--- src/rtl/alu_issue_pkg.sv ---
`default_nettype none
// ============================================================================
// Module      : alu_issue_pkg
// Description : Shared ALU opcode codes, MIPS op/funct constants and the
//               issue-entry record used by alu_issue and alu_issue_dec.
// Revision    : 1.0 - initial release
// ============================================================================
package alu_issue_pkg;

    localparam int ALU_OPT_WIDTH = 4;

    localparam logic [ALU_OPT_WIDTH-1:0] ALU_OPT_PASS_OPR1 = 4'd0;
    localparam logic [ALU_OPT_WIDTH-1:0] ALU_OPT_ADDU      = 4'd1;
    localparam logic [ALU_OPT_WIDTH-1:0] ALU_OPT_SUBU      = 4'd2;
    localparam logic [ALU_OPT_WIDTH-1:0] ALU_OPT_AND       = 4'd3;
    localparam logic [ALU_OPT_WIDTH-1:0] ALU_OPT_OR        = 4'd4;
    localparam logic [ALU_OPT_WIDTH-1:0] ALU_OPT_XOR       = 4'd5;
    localparam logic [ALU_OPT_WIDTH-1:0] ALU_OPT_NOR       = 4'd6;
    localparam logic [ALU_OPT_WIDTH-1:0] ALU_OPT_LT        = 4'd7;
    localparam logic [ALU_OPT_WIDTH-1:0] ALU_OPT_LTU       = 4'd8;
    localparam logic [ALU_OPT_WIDTH-1:0] ALU_OPT_SLL       = 4'd9;
    localparam logic [ALU_OPT_WIDTH-1:0] ALU_OPT_SRL       = 4'd10;
    localparam logic [ALU_OPT_WIDTH-1:0] ALU_OPT_SRA       = 4'd11;
    localparam logic [ALU_OPT_WIDTH-1:0] ALU_OPT_SLL_IMM   = 4'd12;
    localparam logic [ALU_OPT_WIDTH-1:0] ALU_OPT_SRL_IMM   = 4'd13;
    localparam logic [ALU_OPT_WIDTH-1:0] ALU_OPT_SRA_IMM   = 4'd14;
    localparam logic [ALU_OPT_WIDTH-1:0] ALU_OPT_SETU      = 4'd15;

    localparam logic [5:0] MIPS_OP_SPECIAL = 6'h00;
    localparam logic [5:0] MIPS_OP_ADDIU   = 6'h09;
    localparam logic [5:0] MIPS_OP_SLTI    = 6'h0A;
    localparam logic [5:0] MIPS_OP_SLTIU   = 6'h0B;
    localparam logic [5:0] MIPS_OP_ANDI    = 6'h0C;
    localparam logic [5:0] MIPS_OP_ORI     = 6'h0D;
    localparam logic [5:0] MIPS_OP_XORI    = 6'h0E;
    localparam logic [5:0] MIPS_OP_LUI     = 6'h0F;

    localparam logic [5:0] MIPS_FUNCT_SLL  = 6'h00;
    localparam logic [5:0] MIPS_FUNCT_SRL  = 6'h02;
    localparam logic [5:0] MIPS_FUNCT_SRA  = 6'h03;
    localparam logic [5:0] MIPS_FUNCT_SLLV = 6'h04;
    localparam logic [5:0] MIPS_FUNCT_SRLV = 6'h06;
    localparam logic [5:0] MIPS_FUNCT_SRAV = 6'h07;
    localparam logic [5:0] MIPS_FUNCT_ADDU = 6'h21;
    localparam logic [5:0] MIPS_FUNCT_SUBU = 6'h23;
    localparam logic [5:0] MIPS_FUNCT_AND  = 6'h24;
    localparam logic [5:0] MIPS_FUNCT_OR   = 6'h25;
    localparam logic [5:0] MIPS_FUNCT_XOR  = 6'h26;
    localparam logic [5:0] MIPS_FUNCT_NOR  = 6'h27;
    localparam logic [5:0] MIPS_FUNCT_SLT  = 6'h2A;
    localparam logic [5:0] MIPS_FUNCT_SLTU = 6'h2B;

    typedef struct packed {
        logic [ALU_OPT_WIDTH-1:0] opt;
        logic [31:0]              opr1;
        logic [31:0]              opr2;
        logic [31:0]              sa_imm;
        logic                     illegal;
    } alu_entry_t;

    localparam alu_entry_t ALU_ENTRY_RESET = '{
        opt:     ALU_OPT_PASS_OPR1,
        opr1:    32'd0,
        opr2:    32'd0,
        sa_imm:  32'd0,
        illegal: 1'b0
    };

    function automatic logic [31:0] sext16(input logic [15:0] v);
        return {{16{v[15]}}, v};
    endfunction

    function automatic logic [31:0] zext16(input logic [15:0] v);
        return {16'h0000, v};
    endfunction

endpackage
`default_nettype wire

--- src/rtl/alu_issue_dec.sv ---
`default_nettype none
// ============================================================================
// Module      : alu_issue_dec
// Description : Combinational MIPS-word decoder producing ALU opcode/operands.
// Revision    : 1.0 - initial release
// ============================================================================
module alu_issue_dec
    import alu_issue_pkg::*;
(
    input  logic [31:0]              instr,
    input  logic [31:0]              rs_val,
    input  logic [31:0]              rt_val,
    output logic [ALU_OPT_WIDTH-1:0] opt,
    output logic [31:0]              opr1,
    output logic [31:0]              opr2,
    output logic [31:0]              sa_imm,
    output logic                     illegal
);

    logic [5:0]  w_op;
    logic [5:0]  w_funct;
    logic [15:0] w_imm;
    logic        w_unused_fields;

    assign w_op            = instr[31:26];
    assign w_funct         = instr[5:0];
    assign w_imm           = instr[15:0];
    // Register-specifier fields are resolved upstream into rs_val/rt_val.
    assign w_unused_fields = ^instr[25:16];

    always_comb begin
        opt     = ALU_OPT_PASS_OPR1;
        opr1    = rs_val;
        opr2    = rt_val;
        sa_imm  = {27'd0, instr[10:6]};
        illegal = 1'b0;
        case (w_op)
            MIPS_OP_SPECIAL: begin
                case (w_funct)
                    MIPS_FUNCT_SLL:  opt = ALU_OPT_SLL_IMM;
                    MIPS_FUNCT_SRL:  opt = ALU_OPT_SRL_IMM;
                    MIPS_FUNCT_SRA:  opt = ALU_OPT_SRA_IMM;
                    MIPS_FUNCT_SLLV: opt = ALU_OPT_SLL;
                    MIPS_FUNCT_SRLV: opt = ALU_OPT_SRL;
                    MIPS_FUNCT_SRAV: opt = ALU_OPT_SRA;
                    MIPS_FUNCT_ADDU: opt = ALU_OPT_ADDU;
                    MIPS_FUNCT_SUBU: opt = ALU_OPT_SUBU;
                    MIPS_FUNCT_AND:  opt = ALU_OPT_AND;
                    MIPS_FUNCT_OR:   opt = ALU_OPT_OR;
                    MIPS_FUNCT_XOR:  opt = ALU_OPT_XOR;
                    MIPS_FUNCT_NOR:  opt = ALU_OPT_NOR;
                    MIPS_FUNCT_SLT:  opt = ALU_OPT_LT;
                    MIPS_FUNCT_SLTU: opt = ALU_OPT_LTU;
                    default:         illegal = 1'b1;
                endcase
            end
            MIPS_OP_ADDIU: begin opt = ALU_OPT_ADDU; opr2 = sext16(w_imm); end
            MIPS_OP_SLTI:  begin opt = ALU_OPT_LT;   opr2 = sext16(w_imm); end
            MIPS_OP_SLTIU: begin opt = ALU_OPT_LTU;  opr2 = sext16(w_imm); end
            MIPS_OP_ANDI:  begin opt = ALU_OPT_AND;  opr2 = zext16(w_imm); end
            MIPS_OP_ORI:   begin opt = ALU_OPT_OR;   opr2 = zext16(w_imm); end
            MIPS_OP_XORI:  begin opt = ALU_OPT_XOR;  opr2 = zext16(w_imm); end
            MIPS_OP_LUI:   begin opt = ALU_OPT_SETU; opr2 = {w_imm, 16'h0000}; end
            default:       illegal = 1'b1;
        endcase
    end

endmodule
`default_nettype wire

--- src/rtl/alu_issue.sv ---
`default_nettype none
// ============================================================================
// Module      : alu_issue
// Description : Registered ALU issue stage with valid/ready handshakes.
//               Define ALU_ISSUE_SKID_EN to add a one-entry skid buffer.
// Revision    : 1.0 - initial release
// ============================================================================
module alu_issue
    import alu_issue_pkg::*;
(
    input  logic                     clk,
    input  logic                     rst_n,
    input  logic                     in_valid,
    output logic                     in_ready,
    input  logic [31:0]              instr,
    input  logic [31:0]              rs_val,
    input  logic [31:0]              rt_val,
    input  logic                     flush,
    output logic                     out_valid,
    input  logic                     out_ready,
    output logic [31:0]              out_opr1,
    output logic [31:0]              out_opr2,
    output logic [31:0]              out_sa_imm,
    output logic [ALU_OPT_WIDTH-1:0] out_opt,
    output logic                     out_illegal
);

    logic [ALU_OPT_WIDTH-1:0] w_dec_opt;
    logic [31:0]              w_dec_opr1;
    logic [31:0]              w_dec_opr2;
    logic [31:0]              w_dec_sa_imm;
    logic                     w_dec_illegal;
    alu_entry_t               w_dec;
    alu_entry_t               r_out;
    logic                     r_out_valid;
    logic                     w_accept;
    logic                     w_drain;

    alu_issue_dec u_dec (
        .instr   (instr),
        .rs_val  (rs_val),
        .rt_val  (rt_val),
        .opt     (w_dec_opt),
        .opr1    (w_dec_opr1),
        .opr2    (w_dec_opr2),
        .sa_imm  (w_dec_sa_imm),
        .illegal (w_dec_illegal)
    );

    assign w_dec    = '{opt: w_dec_opt, opr1: w_dec_opr1, opr2: w_dec_opr2,
                        sa_imm: w_dec_sa_imm, illegal: w_dec_illegal};
    assign w_accept = in_valid && in_ready;
    assign w_drain  = r_out_valid && out_ready;

`ifdef ALU_ISSUE_SKID_EN
    alu_entry_t r_skid;
    logic       r_skid_valid;
    logic       r_in_ready;

    assign in_ready = r_in_ready;

    // in_ready is registered, so it tracks skid occupancy as of the last edge.
    always_ff @(posedge clk or negedge rst_n) begin
        if (!rst_n) begin
            r_out_valid  <= 1'b0;
            r_out        <= ALU_ENTRY_RESET;
            r_skid_valid <= 1'b0;
            r_skid       <= ALU_ENTRY_RESET;
            r_in_ready   <= 1'b1;
        end else if (flush) begin
            r_out_valid  <= 1'b0;
            r_skid_valid <= 1'b0;
            r_in_ready   <= 1'b1;
        end else if (r_skid_valid && (w_drain || !r_out_valid)) begin
            r_out        <= r_skid;
            r_out_valid  <= 1'b1;
            r_skid_valid <= 1'b0;
            r_in_ready   <= 1'b1;
        end else if (w_accept && (w_drain || !r_out_valid)) begin
            r_out        <= w_dec;
            r_out_valid  <= 1'b1;
        end else if (w_accept) begin
            r_skid       <= w_dec;
            r_skid_valid <= 1'b1;
            r_in_ready   <= 1'b0;
        end else if (w_drain) begin
            r_out_valid  <= 1'b0;
        end
    end
`else
    assign in_ready = !r_out_valid || out_ready;

    always_ff @(posedge clk or negedge rst_n) begin
        if (!rst_n) begin
            r_out_valid <= 1'b0;
            r_out       <= ALU_ENTRY_RESET;
        end else if (flush) begin
            r_out_valid <= 1'b0;
        end else if (w_accept) begin
            r_out_valid <= 1'b1;
            r_out       <= w_dec;
        end else if (w_drain) begin
            r_out_valid <= 1'b0;
        end
    end
`endif

    assign out_valid   = r_out_valid;
    assign out_opt     = r_out.opt;
    assign out_opr1    = r_out.opr1;
    assign out_opr2    = r_out.opr2;
    assign out_sa_imm  = r_out.sa_imm;
    assign out_illegal = r_out.illegal;

endmodule
`default_nettype wire
--- config.mk ---
export PLATFORM = sky130hd
export DESIGN_NAME = alu_issue
export DESIGN_NICKNAME = d
export VERILOG_FILES = /design/src/rtl/alu_issue_pkg.sv /design/src/rtl/alu_issue_dec.sv /design/src/rtl/alu_issue.sv
export SDC_FILE = /design/constraint.sdc
export NUM_CORES = 1
export LEC_CHECK = 0
export CAP_MARGIN = 20
export CELL_PAD_IN_SITES_DETAIL_PLACEMENT = 0
export CELL_PAD_IN_SITES_GLOBAL_PLACEMENT = 1
export CORE_MARGIN = 5
export CORE_UTILIZATION = 25
export CTS_CLUSTER_SIZE = 30
export DETAILED_ROUTE_END_ITERATION = 10
export HOLD_SLACK_MARGIN = 0.02
export PLACE_DENSITY_LB_ADDON = 0.1
export RECOVER_POWER = 100
export REMOVE_ABC_BUFFERS = 1
export SLEW_MARGIN = 20
export SYNTH_ARGS = -nofsm -noshare
export SYNTH_HDL_FRONTEND = slang
export SYNTH_SLANG_ARGS = --single-unit
export TNS_END_PERCENT = 100
--- constraint.sdc ---
create_clock -name clk -period 1.4 [get_ports clk]
set_input_delay 0.42 -clock clk [delete_from_list [all_inputs] [get_ports clk]]
set_output_delay 0.42 -clock clk [all_outputs]
set_load 0.05 [all_outputs]
* Word-level counts from Yosys, hierarchy flattened
Index checks and enable logic that the tools add are counted.
Storage, ports and cells: word-level logic and storage cells 47, register bits after elaboration 75, input bits 101, output and inout port bits 103
Cells by class: mux-type cells 8, eq/ne operators 20, bitwise logic cells 1, reduce and logical (&&, ||, !) cells 12
Operator list (number):
- $pmux W32 S3 | 1
- $pmux W4 S14 | 1
- $eq A6 B6 Y1 const B | 8
- $eq A6 B4 Y1 const B | 7
- $pmux W4 S8 | 1
- $eq A6 B3 Y1 const B | 3
- $reduce_or A14 Y1 | 1
- $eq A6 B2 Y1 const B | 2
- $logic_not A6 Y1 | 2
- $reduce_or A7 Y1 | 1
- $reduce_or A3 Y1 | 2
- $mux W1 | 4
- $reduce_bool A3 Y1 | 1
- $logic_and A1 B1 Y1 | 2
- $pmux W1 S2 | 1
- $reduce_and A2 Y1 | 1
- $logic_not A1 Y1 | 1
- $logic_or A1 B1 Y1 | 1
- $not A1 Y1 | 1

* Longest topological paths before layout
Gate-level depths: netlist of the first run.
depth in word-level cells 5, gate-level depth with buffers 7, gate-level depth less buffers 5

* Modules after synthesis
A second synthesis of the first run with hierarchy kept.
Second synthesis, totals: cells, all modules 386, area total of the unflattened synthesis 5554.1 um^2
Modules (own cells, without submodules):
- alu_issue | instances 1, seq. area each 2552.4 um^2, area each 4279.1 um^2, cells each 219
- alu_issue_dec | instances 1, seq. area each 0.0 um^2, area each 1275.0 um^2, cells each 167

* Worst setup path before layout of the first run
No wires, ideal clock.
path type register to register, start register r_out_valid (netlist: out_valid), end register r_out, in the netlist out_opr2[25], path buffers 0, path slack -0.528 ns, required time 1.256 ns, clock period less this slack 1.928 ns, setup time 0.144 ns, data arrival time 1.784 ns, cell stages (with the launch flop) 6, path through dfrtp_1 > nor2b_1 > inv_1 > nand3b_2 > nor3_2 > a211oi_1
On the way: longest elaborated chain between the ends 4
Ends and longest elaborated chain:
- from (decl) | line alu_issue.sv:35 | logic r_out_valid;
- from (signal assigned) | line alu_issue.sv:95 | r_out_valid <= 1'b0;
- from (signal assigned) | line alu_issue.sv:98 | r_out_valid <= 1'b0;
- from (signal assigned) | line alu_issue.sv:100 | r_out_valid <= 1'b1;
- $logic_not A1 Y1 | line alu_issue.sv:91 | assign in_ready = !r_out_valid || out_ready;
- $logic_or A1 B1 Y1 | line alu_issue.sv:91
- via in_ready | line alu_issue.sv:14 | output logic in_ready,
- $logic_and A1 B1 Y1 | line alu_issue.sv:52 | assign w_accept = in_valid && in_ready;
- $reduce_and A2 Y1 (no line)
- to (signal assigned) | line alu_issue.sv:101 | r_out <= w_dec;
- to (decl) | line alu_issue.sv:34 | alu_entry_t r_out;
The timed path passes the listed nets, and every way through them passes these cells. A chain may end at the register's enable or synchronous reset.

* Final worst setup path of the first run
start register r_out_valid (netlist: out_valid), end register r_out, in the netlist out_opr2[14]
On the way: longest elaborated chain between the ends 4
Ends and longest elaborated chain (line):
- $logic_not A1 Y1 | alu_issue.sv:91
- $logic_or A1 B1 Y1 | alu_issue.sv:91
- $logic_and A1 B1 Y1 | alu_issue.sv:52
- $reduce_and A2 Y1 (no line)
Every way passes these cells.

==> flow_summary.json, run 1 <==
{
  "cts.hold.buffers_added": 0,
  "setup_viol": 71,
  "slowest_delay_ns": 0.37,
  "setup_ws_ns": -0.197,
  "syn_area_sq_um": 3780,
  "hold_ws_ns": 0.289,
  "grt_setup_unrepaired": "yes",
  "cts_max_level": 3,
  "grt_pass1_wl_microns": 20500,
  "die-area_sq_um": 17700,
  "cts_buffers": 9,
  "yosys.area.top_type": "dfrtp_1",
  "maxSlewHeadroom_pct": 25.2,
  "path_class": "reg2reg",
  "grt_max_degree": 43,
  "yosysTopAreaCellShare_pct": 49.7,
  "post-place-ws_ns": -0.667,
  "num_io_pins": 204,
  "worst_pin_slew_ns": 1.12,
  "start_kind": "register",
  "insertion_delay_ns": 0.33,
  "numPortBuffers": 166,
  "hold_viol": 0,
  "placement_rows": 45,
  "drive_gt1_share_pct": 41.0,
  "power_density_nw_per_um2": 1210,
  "wl_met1_microns": 6210,
  "rr_startpoint": "out_valid",
  "cts_buffer_depth": 2,
  "seq_area_frac_synth_pct": 49.7,
  "ys_types": 47,
  "drt-total-wl_microns": 14200,
  "top_layer": "met4",
  "violations": "negative setup slack",
  "yosysWarnings": 0,
  "die_x_microns": 133,
  "leakage_uw": 0.00348,
  "synth_top_cells_by_area": "dfrtp_1 50%, nand2_1 13%, buf_4 5.6%, nor2_1 4.2%, nand3_1 2.1%",
  "drcViolationCount": 0,
  "async_flop_share_pct": 100,
  "syn_area_per_cell_sq_um": 8.81,
  "initial_utilization_pct": 25.1,
  "nFillCells": 1358,
  "ant_nets": 0,
  "fin_crit_sh_pct": 114,
  "fin_skew_ns": 0.00390,
  "wl_per_cell_microns": 16.9,
  "drt_pass1_iterations": 4,
  "r2r-end": "out_opr2[14]",
  "synth_edf_count": 0,
  "antenna_found_initial": 3,
  "track_usage_pct": 14.7,
  "cts_sinks": 75,
  "cp_max_fo": 8,
  "path_cells": "nor2b_4 > buf_6 > nor3b_4 > buf_12 > buf_12 > buf_12 > clkbuf_16 > a31oi_1",
  "placedCellCount": 800,
  "synthFlopType": "dfrtp_1",
  "synth_seq_cells": 75,
  "final_nets": 745,
  "status": "finished, violations left",
  "critPathCapture": "out_opr2[14]",
  "min_period_ns": 1.60,
  "ir_drop_uv": 637,
  "maxCapViolCount": 0,
  "cp.required_ns": 1.62,
  "syn_inst": 429,
  "wl_met2_microns": 6810,
  "root_buffer": "clkbuf_16",
  "final_common_cell": "nand2_1",
  "vias_per_cell": 4.41,
  "cts_tree": "yes",
  "tns_ns": -8.84,
  "placed_area_sq_um": 6610,
  "end_kind": "register",
  "dp_hpwl_microns": 9780,
  "grt_pass1_vias": 3762,
  "max_freq_ghz": 0.626,
  "vias": 3703,
  "multi_input_area_sq_um": 2000,
  "cpMaxStageDelayCell": "dfrtp_1",
  "gr-total-overflow": 0,
  "syn2layout_area_growth_pct": 104,
  "critPathLaunch": "out_valid",
  "crit_top_cell": "buf_12",
  "regArea_sq_um": 1880,
  "gp_congestion": 0.788,
  "reg2reg_slack_ns": -0.20,
  "r2r_cells": 8,
  "clkTransAtPathRegs_ns": 0.06,
  "core_sq_um": 15000,
  "hold_path_class": "in2async",
  "final_cells": 840,
  "maxSlewViolCount": 0,
  "drt_iter0_drc": 101,
  "layout_common_cells": "97 x nand2_1, 87 x buf_12, 75 x clkdlybuf4s50_1",
  "die_h_microns": 133,
  "stdcell_area_sq_um": 7700,
  "route.met3.wl_microns": 1020,
  "crit_arrival_ns": 1.82
}
## worst min path at each step
stage,slack [ns],cells after the start,endpoint,startpoint
finish,0.29,2,out_opr1[17],rst_n
global route,0.38,2,out_opr1[17],rst_n
CTS,0.05,2,out_opr2[10],rst_n
detailed placement,0.42,2,out_sa_imm[4],rst_n
global placement,0.41,2,out_opr2[9],rst_n
floorplan,0.12,0,out_illegal,rst_n
## through the flow
stage	power, uW	util (%)
after floorplan	4490	-
after global placement	6660	44.0
after detailed placement	6690	44.0
after CTS	9210	47.3
after global routing	9730	51.2
final	9330	51.2
## repair_timing
action                                  4_1_cts  5_1_grt
resized for setup                            42      107
endpoints found under the setup margin       76       76
endpoints found under the hold margin         0        0
pin swaps                                    10       41
setup buffers                                 9        4
cloned                                        1        9
## metal layers
| layer | up-vias | global-route usage [%] |
|---|---|---|
| met4 | 0 | 4.85 |
| met3 | 13 | 5.10 |
| met2 | 140 | 23.1 |
| met5 | - | 0 |
| li1 | 1806 | - |
| met1 | 1744 | 19.0 |
## kinds of logic (layout without fill, tap and decap cells)
kind of cell              count (synthesis)  in the layout  share of synthesized area, %
muxes                                     1              1                         0.265
buffers and inverters                    60            254                          10.5
xor gates and xnor gates                  2              2                         0.464
AOI/OAI and AO/OA                        65             65                          12.7
DFF                                      75             75                          49.7
and+or+nand+nor                         225            225                          26.3
other                                     1             30                        0.0992
## report_power, final
group          internal, uW  switching (uW)
registers              2500             394
clock network          1480             922
logic                  1940            2110
## flip-flops by register name, summed over array words and instances (netlist names)
register,flops
out_sa_imm,5
out_opr2,32
out_opr1,32
out_opt,4
out_illegal,1
out_valid,1
## cell type report
cell class / instances / area share [%]
repair buffers: 235 / 42.3
inverters: 3 / 0.146
multi-input cells: 320 / 26.0
diodes: 3 / 0.0975
flip-flops and latches: 75 / 24.4
well taps: 188 / 3.06
clock inverters: 4 / 0.634
clock buffers: 12 / 3.33
## worst max-delay path: cells and delay by family (launching register included)
kind,cells,cell delay (ns)
AOI/OAI and AO/OA,1,0.06
buffers and inverters,5,0.66
DFF,1,0.37
and+or+nand+nor,2,0.36
## synth_stat cells, types with 3 or more instances
cell / count
nor2b_1: 3
buf_6: 3
nand2_1: 132
a21oi_1: 13
dfrtp_1: 75
o21ai_0: 7
a22oi_2: 4
a211oi_1: 7
a31oi_2: 6
nand2_2: 7
nor3b_1: 3
a31oi_1: 11
nor2_1: 42
inv_1: 3
nor3_1: 8
nand3_1: 16
a22oi_1: 6
nand2b_1: 3
buf_4: 28
clkbuf_1: 10
buf_2: 13
Power figures use the tool's default switching activity.
==> run 2, diff against run 1 <==
--- a/config.mk
+++ b/config.mk
@@ -9,7 +9,7 @@
 export CELL_PAD_IN_SITES_DETAIL_PLACEMENT = 0
 export CELL_PAD_IN_SITES_GLOBAL_PLACEMENT = 1
 export CORE_MARGIN = 5
-export CORE_UTILIZATION = 25
+export CORE_UTILIZATION = 28
 export CTS_CLUSTER_SIZE = 30
 export DETAILED_ROUTE_END_ITERATION = 10
 export HOLD_SLACK_MARGIN = 0.02
==> constraint.sdc (replaced) <==
create_clock -name clk -period 1.7 [get_ports clk]
set_input_delay 0.51 -clock clk [delete_from_list [all_inputs] [get_ports clk]]
set_output_delay 0.51 -clock clk [all_outputs]
set_load 0.05 [all_outputs]
==> run 2 against run 1 <==
Compared with the run above:
- via count down 3.1%
- cell count down 3.7%
- largest power group unchanged
- design area down 8.9%
- the run now ends clean
- first-iteration DRC count up 48%
- worst setup slack better by 0.23 ns
- clock-buffer cell count up 1
==> flow_summary.json, run 2 (synthesized netlist as in run 1, its figures left out) <==
{
  "status": "finished, final reports clean",
  "maxSlewHeadroom_pct": 45.3,
  "numPortBuffers": 166,
  "maxCapViolCount": 0,
  "track_usage_pct": 15.3,
  "regArea_sq_um": 1880,
  "die_x_microns": 126,
  "core_sq_um": 13200,
  "final_nets": 730,
  "comb_power_share_pct": 43.6,
  "grt_max_degree": 42,
  "multi_input_area_sq_um": 1690,
  "rr_startpoint": "out_valid",
  "r2r_cells": 7,
  "dp_hpwl_microns": 9570,
  "maxSlewViolCount": 0,
  "antenna_found_initial": 0,
  "cp_max_fo": 2,
  "top_layer": "met4",
  "cts_tree": "yes",
  "p_total_uw": 7150,
  "syn2layout_area_growth_pct": 85.5,
  "wl_met2_microns": 5710,
  "final_common_cell": "nand2_1",
  "p_seq_share_pct": 32.9,
  "insertion_delay_ns": 0.33,
  "leakage_uw": 0.00324,
  "placement_rows": 42,
  "die_h_microns": 126,
  "gr-total-overflow": 0,
  "p_int_uw": 4510,
  "cp.required_ns": 1.19,
  "critPathLaunch": "out_ready",
  "path_class": "in2out",
  "drive_gt1_share_pct": 28.4,
  "min_period_ns": 1.67,
  "path_cells": "clkdlybuf4s15_1 > nor2b_4 > inv_2 > buf_6 > buf_12",
  "drcViolationCount": 0,
  "clkTransAtPathRegs_ns": 0.06,
  "vias": 3588,
  "route.met3.wl_microns": 1150,
  "initial_utilization_pct": 28.5,
  "num_io_pins": 204,
  "wl_per_cell_microns": 15.3,
  "vias_per_cell": 4.44,
  "critPathCapture": "in_ready",
  "stdcell_area_sq_um": 7010,
  "fin_skew_ns": 0.00282,
  "slowest_delay_ns": 0.20,
  "r2r-end": "out_opr2[8]",
  "power_density_nw_per_um2": 1020,
  "reg2reg_slack_ns": 0.14,
  "start_kind": "input pin",
  "ant_nets": 0,
  "hold_ws_ns": 0.259,
  "drt-total-wl_microns": 12400,
  "end_kind": "output port",
  "cts_buffers": 9,
  "grt_pass1_wl_microns": 19400,
  "nFillCells": 1252,
  "p_switching_uw": 2640,
  "placed_area_sq_um": 6600,
  "max_freq_ghz": 0.598,
  "cpMaxStageDelayCell": "clkdlybuf4s15_1",
  "cts_max_level": 3,
  "hold_path_class": "in2async",
  "power_frac_clock_pct": 23.5,
  "ir_drop_uv": 449,
  "die-area_sq_um": 15900,
  "wl_met1_microns": 5330,
  "gp_congestion": 0.783,
  "layout_common_cells": "132 x nand2_1, 83 x buf_12, 79 x clkdlybuf4s50_1",
  "grt_pass1_vias": 3769,
  "drt_pass1_iterations": 5,
  "utilization_pct": 52.9,
  "setup_viol": 0,
  "drt_iter0_drc": 149,
  "cts_sinks": 75,
  "crit_arrival_ns": 1.16,
  "cts_buffer_depth": 2,
  "fin_crit_sh_pct": 98.3,
  "root_buffer": "clkbuf_16",
  "hold_viol": 0,
  "antenna_cells": 0,
  "switching_share_pct": 36.9,
  "worst_pin_slew_ns": 0.820
}
-- run 2: cell count changes in the layout (fill, tap and decap cells not counted), sizes merged --
cell,delta
dlygate4sd2,-11
dlymetal6s2s,+7
clkinv,-1
buf,-9
bufinv,-1
clkdlybuf4s50,+4
diode,-3
clkbuf,-5
-- run 2: worst min path at each step --
stage               startpoint     endpoint  slack, ns
global placement         rst_n    out_valid       0.49
finish                   rst_n    out_valid       0.26
global route             rst_n    out_valid       0.32
CTS                      rst_n    out_valid       0.13
floorplan                rst_n  out_illegal       0.21
detailed placement       rst_n    out_valid       0.49
-- run 2: through the flow --
stage	cells	setup TNS [ns]	setup WS [ns]
2_1_floorplan	398	-316.79	-4.96
3_3_place_gp	788	-22.18	-0.402
3_5_place_dp	788	-25.99	-0.469
4_1_cts	805	-0.0424	-0.0424
5_1_grt	809	-0.00402	-0.00402
6_report	809	0	0.0291
-- run 2: routing by layer --
layer / global-route usage (%) / up-vias
met5: 0 / -
met4: 5.87 / 0
met3: 6.05 / 18
met2: 23.9 / 158
met1: 19.1 / 1646
li1: - / 1766
-- run 2: power groups by stage --
stage          registers [uW]  logic (uW)  clock network [uW]
2_1_floorplan            3180         521                   0
3_5_place_dp             2380        3120                   0
6_report                 2350        3120                1680
5_1_grt                  2390        3270                1820
4_1_cts                  2360        3130                1750
3_3_place_gp             2380        3090                   0
-- run 2: cell type report --
type,count,share of cell area [%]
Clock buffer,13,3.43
Inverter,3,0.161
Sequential cell,75,26.8
Timing Repair Buffer,220,42.2
Tap cell,176,3.14
Clock inverter,2,0.196
Multi-Input combinational cell,320,24.1
-- run 2: critical path: cells and delay by family --
family | cells | cell delay [ns]
buffers and inverters | 4 | 0.49
and+or+nand+nor | 1 | 0.14
-- run 2: timing repair --
| item | 4_1_cts | 5_1_grt |
|---|---|---|
| hold buffers | 0 | 0 |
| gates cloned | 0 | 1 |
| endpoints found under the setup margin | 32 | 37 |
| buffers inserted | 2 | 3 |
| pin swaps | 1 | 6 |
| endpoints found under the hold margin | 0 | 0 |
| resized for setup | 7 | 27 |
==> run 3, diff against run 2 <==
--- a/config.mk
+++ b/config.mk
@@ -16,6 +16,7 @@
 export PLACE_DENSITY_LB_ADDON = 0.1
 export RECOVER_POWER = 100
 export REMOVE_ABC_BUFFERS = 1
+export SKIP_CTS_REPAIR_TIMING = 1
 export SLEW_MARGIN = 20
 export SYNTH_ARGS = -nofsm -noshare
 export SYNTH_HDL_FRONTEND = slang
==> run 3 against run 2 <==
Compared with the run above:
- power down 14%
- largest cell class is now registers
- flip-flop and latch count is the same
- critical endpoint unchanged
- worst hold slack lost 0.0061 ns
- critical path type is now reg2out
==> flow_summary.json, run 3 (synthesized netlist as in run 1, its figures left out) <==
{
  "path_buf_inv": 3,
  "power_density_nw_per_um2": 1050,
  "hold_path_class": "in2async",
  "status": "finished, final reports clean",
  "insertion_delay_ns": 0.33,
  "comb_power_share_pct": 37.1,
  "drt_pass1_iterations": 4,
  "nFillCells": 1378,
  "switching_share_pct": 40.4,
  "fin_skew_ns": 0.00345,
  "cpMaxStageDelayCell": "dfrtp_1",
  "cp_top_family": "flip-flops",
  "initial_utilization_pct": 28.5,
  "die_x_microns": 126,
  "drt-total-wl_microns": 12600,
  "leakage_uw": 0.00285,
  "final_common_cell": "nand2_1",
  "syn2layout_area_growth_pct": 55.2,
  "cts_tree": "yes",
  "worst_pin_slew_ns": 0.800,
  "p_int_uw": 3680,
  "wl_per_cell_microns": 15.6,
  "num_io_pins": 204,
  "multi_input_area_sq_um": 1700,
  "ant_nets": 0,
  "p_switching_uw": 2490,
  "track_usage_pct": 15.3,
  "drcViolationCount": 0,
  "die-area_sq_um": 15900,
  "setup_viol": 0,
  "drive_gt1_share_pct": 28.2,
  "cp_max_fo": 3,
  "gp_congestion": 0.783,
  "vias_per_cell": 4.40,
  "core_sq_um": 13200,
  "fin_crit_sh_pct": 97.7,
  "cts_sinks": 75,
  "utilization_pct": 44.3,
  "layout_common_cells": "132 x nand2_1, 79 x clkdlybuf4s50_1, 76 x clkbuf_2",
  "root_buffer": "clkbuf_16",
  "slowest_delay_ns": 0.34,
  "grt_setup_unrepaired": "yes",
  "p_total_uw": 6170,
  "drt_iter0_drc": 154,
  "grt_pass1_vias": 3742,
  "cts_max_level": 3,
  "vias": 3554,
  "crit_arrival_ns": 1.15,
  "cts_buffers": 9,
  "antenna_found_initial": 0,
  "maxSlewViolCount": 0,
  "final_nets": 729,
  "start_kind": "register",
  "gr-total-overflow": 0,
  "end_kind": "output port",
  "die_h_microns": 126,
  "clkTransAtPathRegs_ns": 0.06,
  "path_cells": "nor2b_4 > inv_2 > buf_6 > buf_12",
  "placement_rows": 42,
  "ir_drop_uv": 383,
  "placed_area_sq_um": 6600,
  "max_freq_ghz": 0.602,
  "grt_max_degree": 42,
  "maxSlewHeadroom_pct": 46.6,
  "maxCapViolCount": 0,
  "numPortBuffers": 166,
  "antenna_cells": 0,
  "power_frac_clock_pct": 27.3,
  "grt_pass1_wl_microns": 19300,
  "cp.required_ns": 1.19,
  "min_period_ns": 1.66,
  "dp_hpwl_microns": 9570,
  "cts_buffer_depth": 2,
  "regArea_sq_um": 1880,
  "p_seq_share_pct": 35.6,
  "path_class": "reg2out",
  "stdcell_area_sq_um": 5870,
  "hold_viol": 0
}
-- run 3: final timing paths --
path                              from          end  slack [ns]  cells after the start
setup / recovery             out_valid     in_ready        0.04                      4
hold / removal                   rst_n    out_valid        0.25                      1
setup reg to reg             out_valid  out_opr2[8]        0.16                      7
hold reg to reg            out_opr1[1]  out_opr1[1]        0.47                      2
max in group asynchronous        rst_n  out_opr1[4]        0.45                      2
min in group clk           out_opr1[1]  out_opr1[1]        0.47                      2
-- run 3: worst reg2reg max path, stage by stage, from the launching register on --
cell and delay (ns):
dfrtp_1 0.38, nor2b_4 0.14, buf_4 0.13, nor3b_4 0.19, buf_4 0.21, buf_12 0.19
nor2_1 0.07, a31oi_1 0.15
-- run 3: power groups by stage --
stage	registers [uW]	logic [uW]	clock network, uW
floorplan	3180	521	0
global placement	2380	3090	0
detailed placement	2380	3120	0
CTS	2360	3120	1750
global route	2230	2430	1820
finish	2200	2290	1680
-- run 3: area by class of cell --
| cell class | count | share of cell area, % |
|---|---|---|
| clock buffer | 13 | 4.09 |
| clock inverter | 2 | 0.235 |
| inverter | 3 | 0.192 |
| multi-input combinational | 320 | 29.0 |
| sequential | 75 | 32.0 |
| tap | 176 | 3.75 |
| timing repair buffer | 219 | 30.8 |
-- run 3: metrics by stage --
| stage | worst slack (ns) | hold WS, ns | setup TNS (ns) | std cells |
|---|---|---|---|---|
| 6_report | 0.0386 | 0.253 | 0 | 808 |
| 5_1_grt | -0.0181 | 0.323 | -0.0214 | 808 |
| 4_1_cts | -0.381 | 0.126 | -1.57 | 803 |
| 3_5_place_dp | -0.469 | 0.492 | -25.99 | 788 |
| 3_3_place_gp | -0.402 | 0.489 | -22.18 | 788 |
| 2_1_floorplan | -4.96 | 0.214 | -316.79 | 398 |
-- run 3: metal layers --
| metal | share of wire, % | track usage [%] |
|---|---|---|
| met1 | 44 | 19.1 |
| met3 | 8.7 | 6.05 |
| met5 | 0 | 0 |
| met2 | 46 | 23.8 |
| met4 | 1.7 | 5.87 |
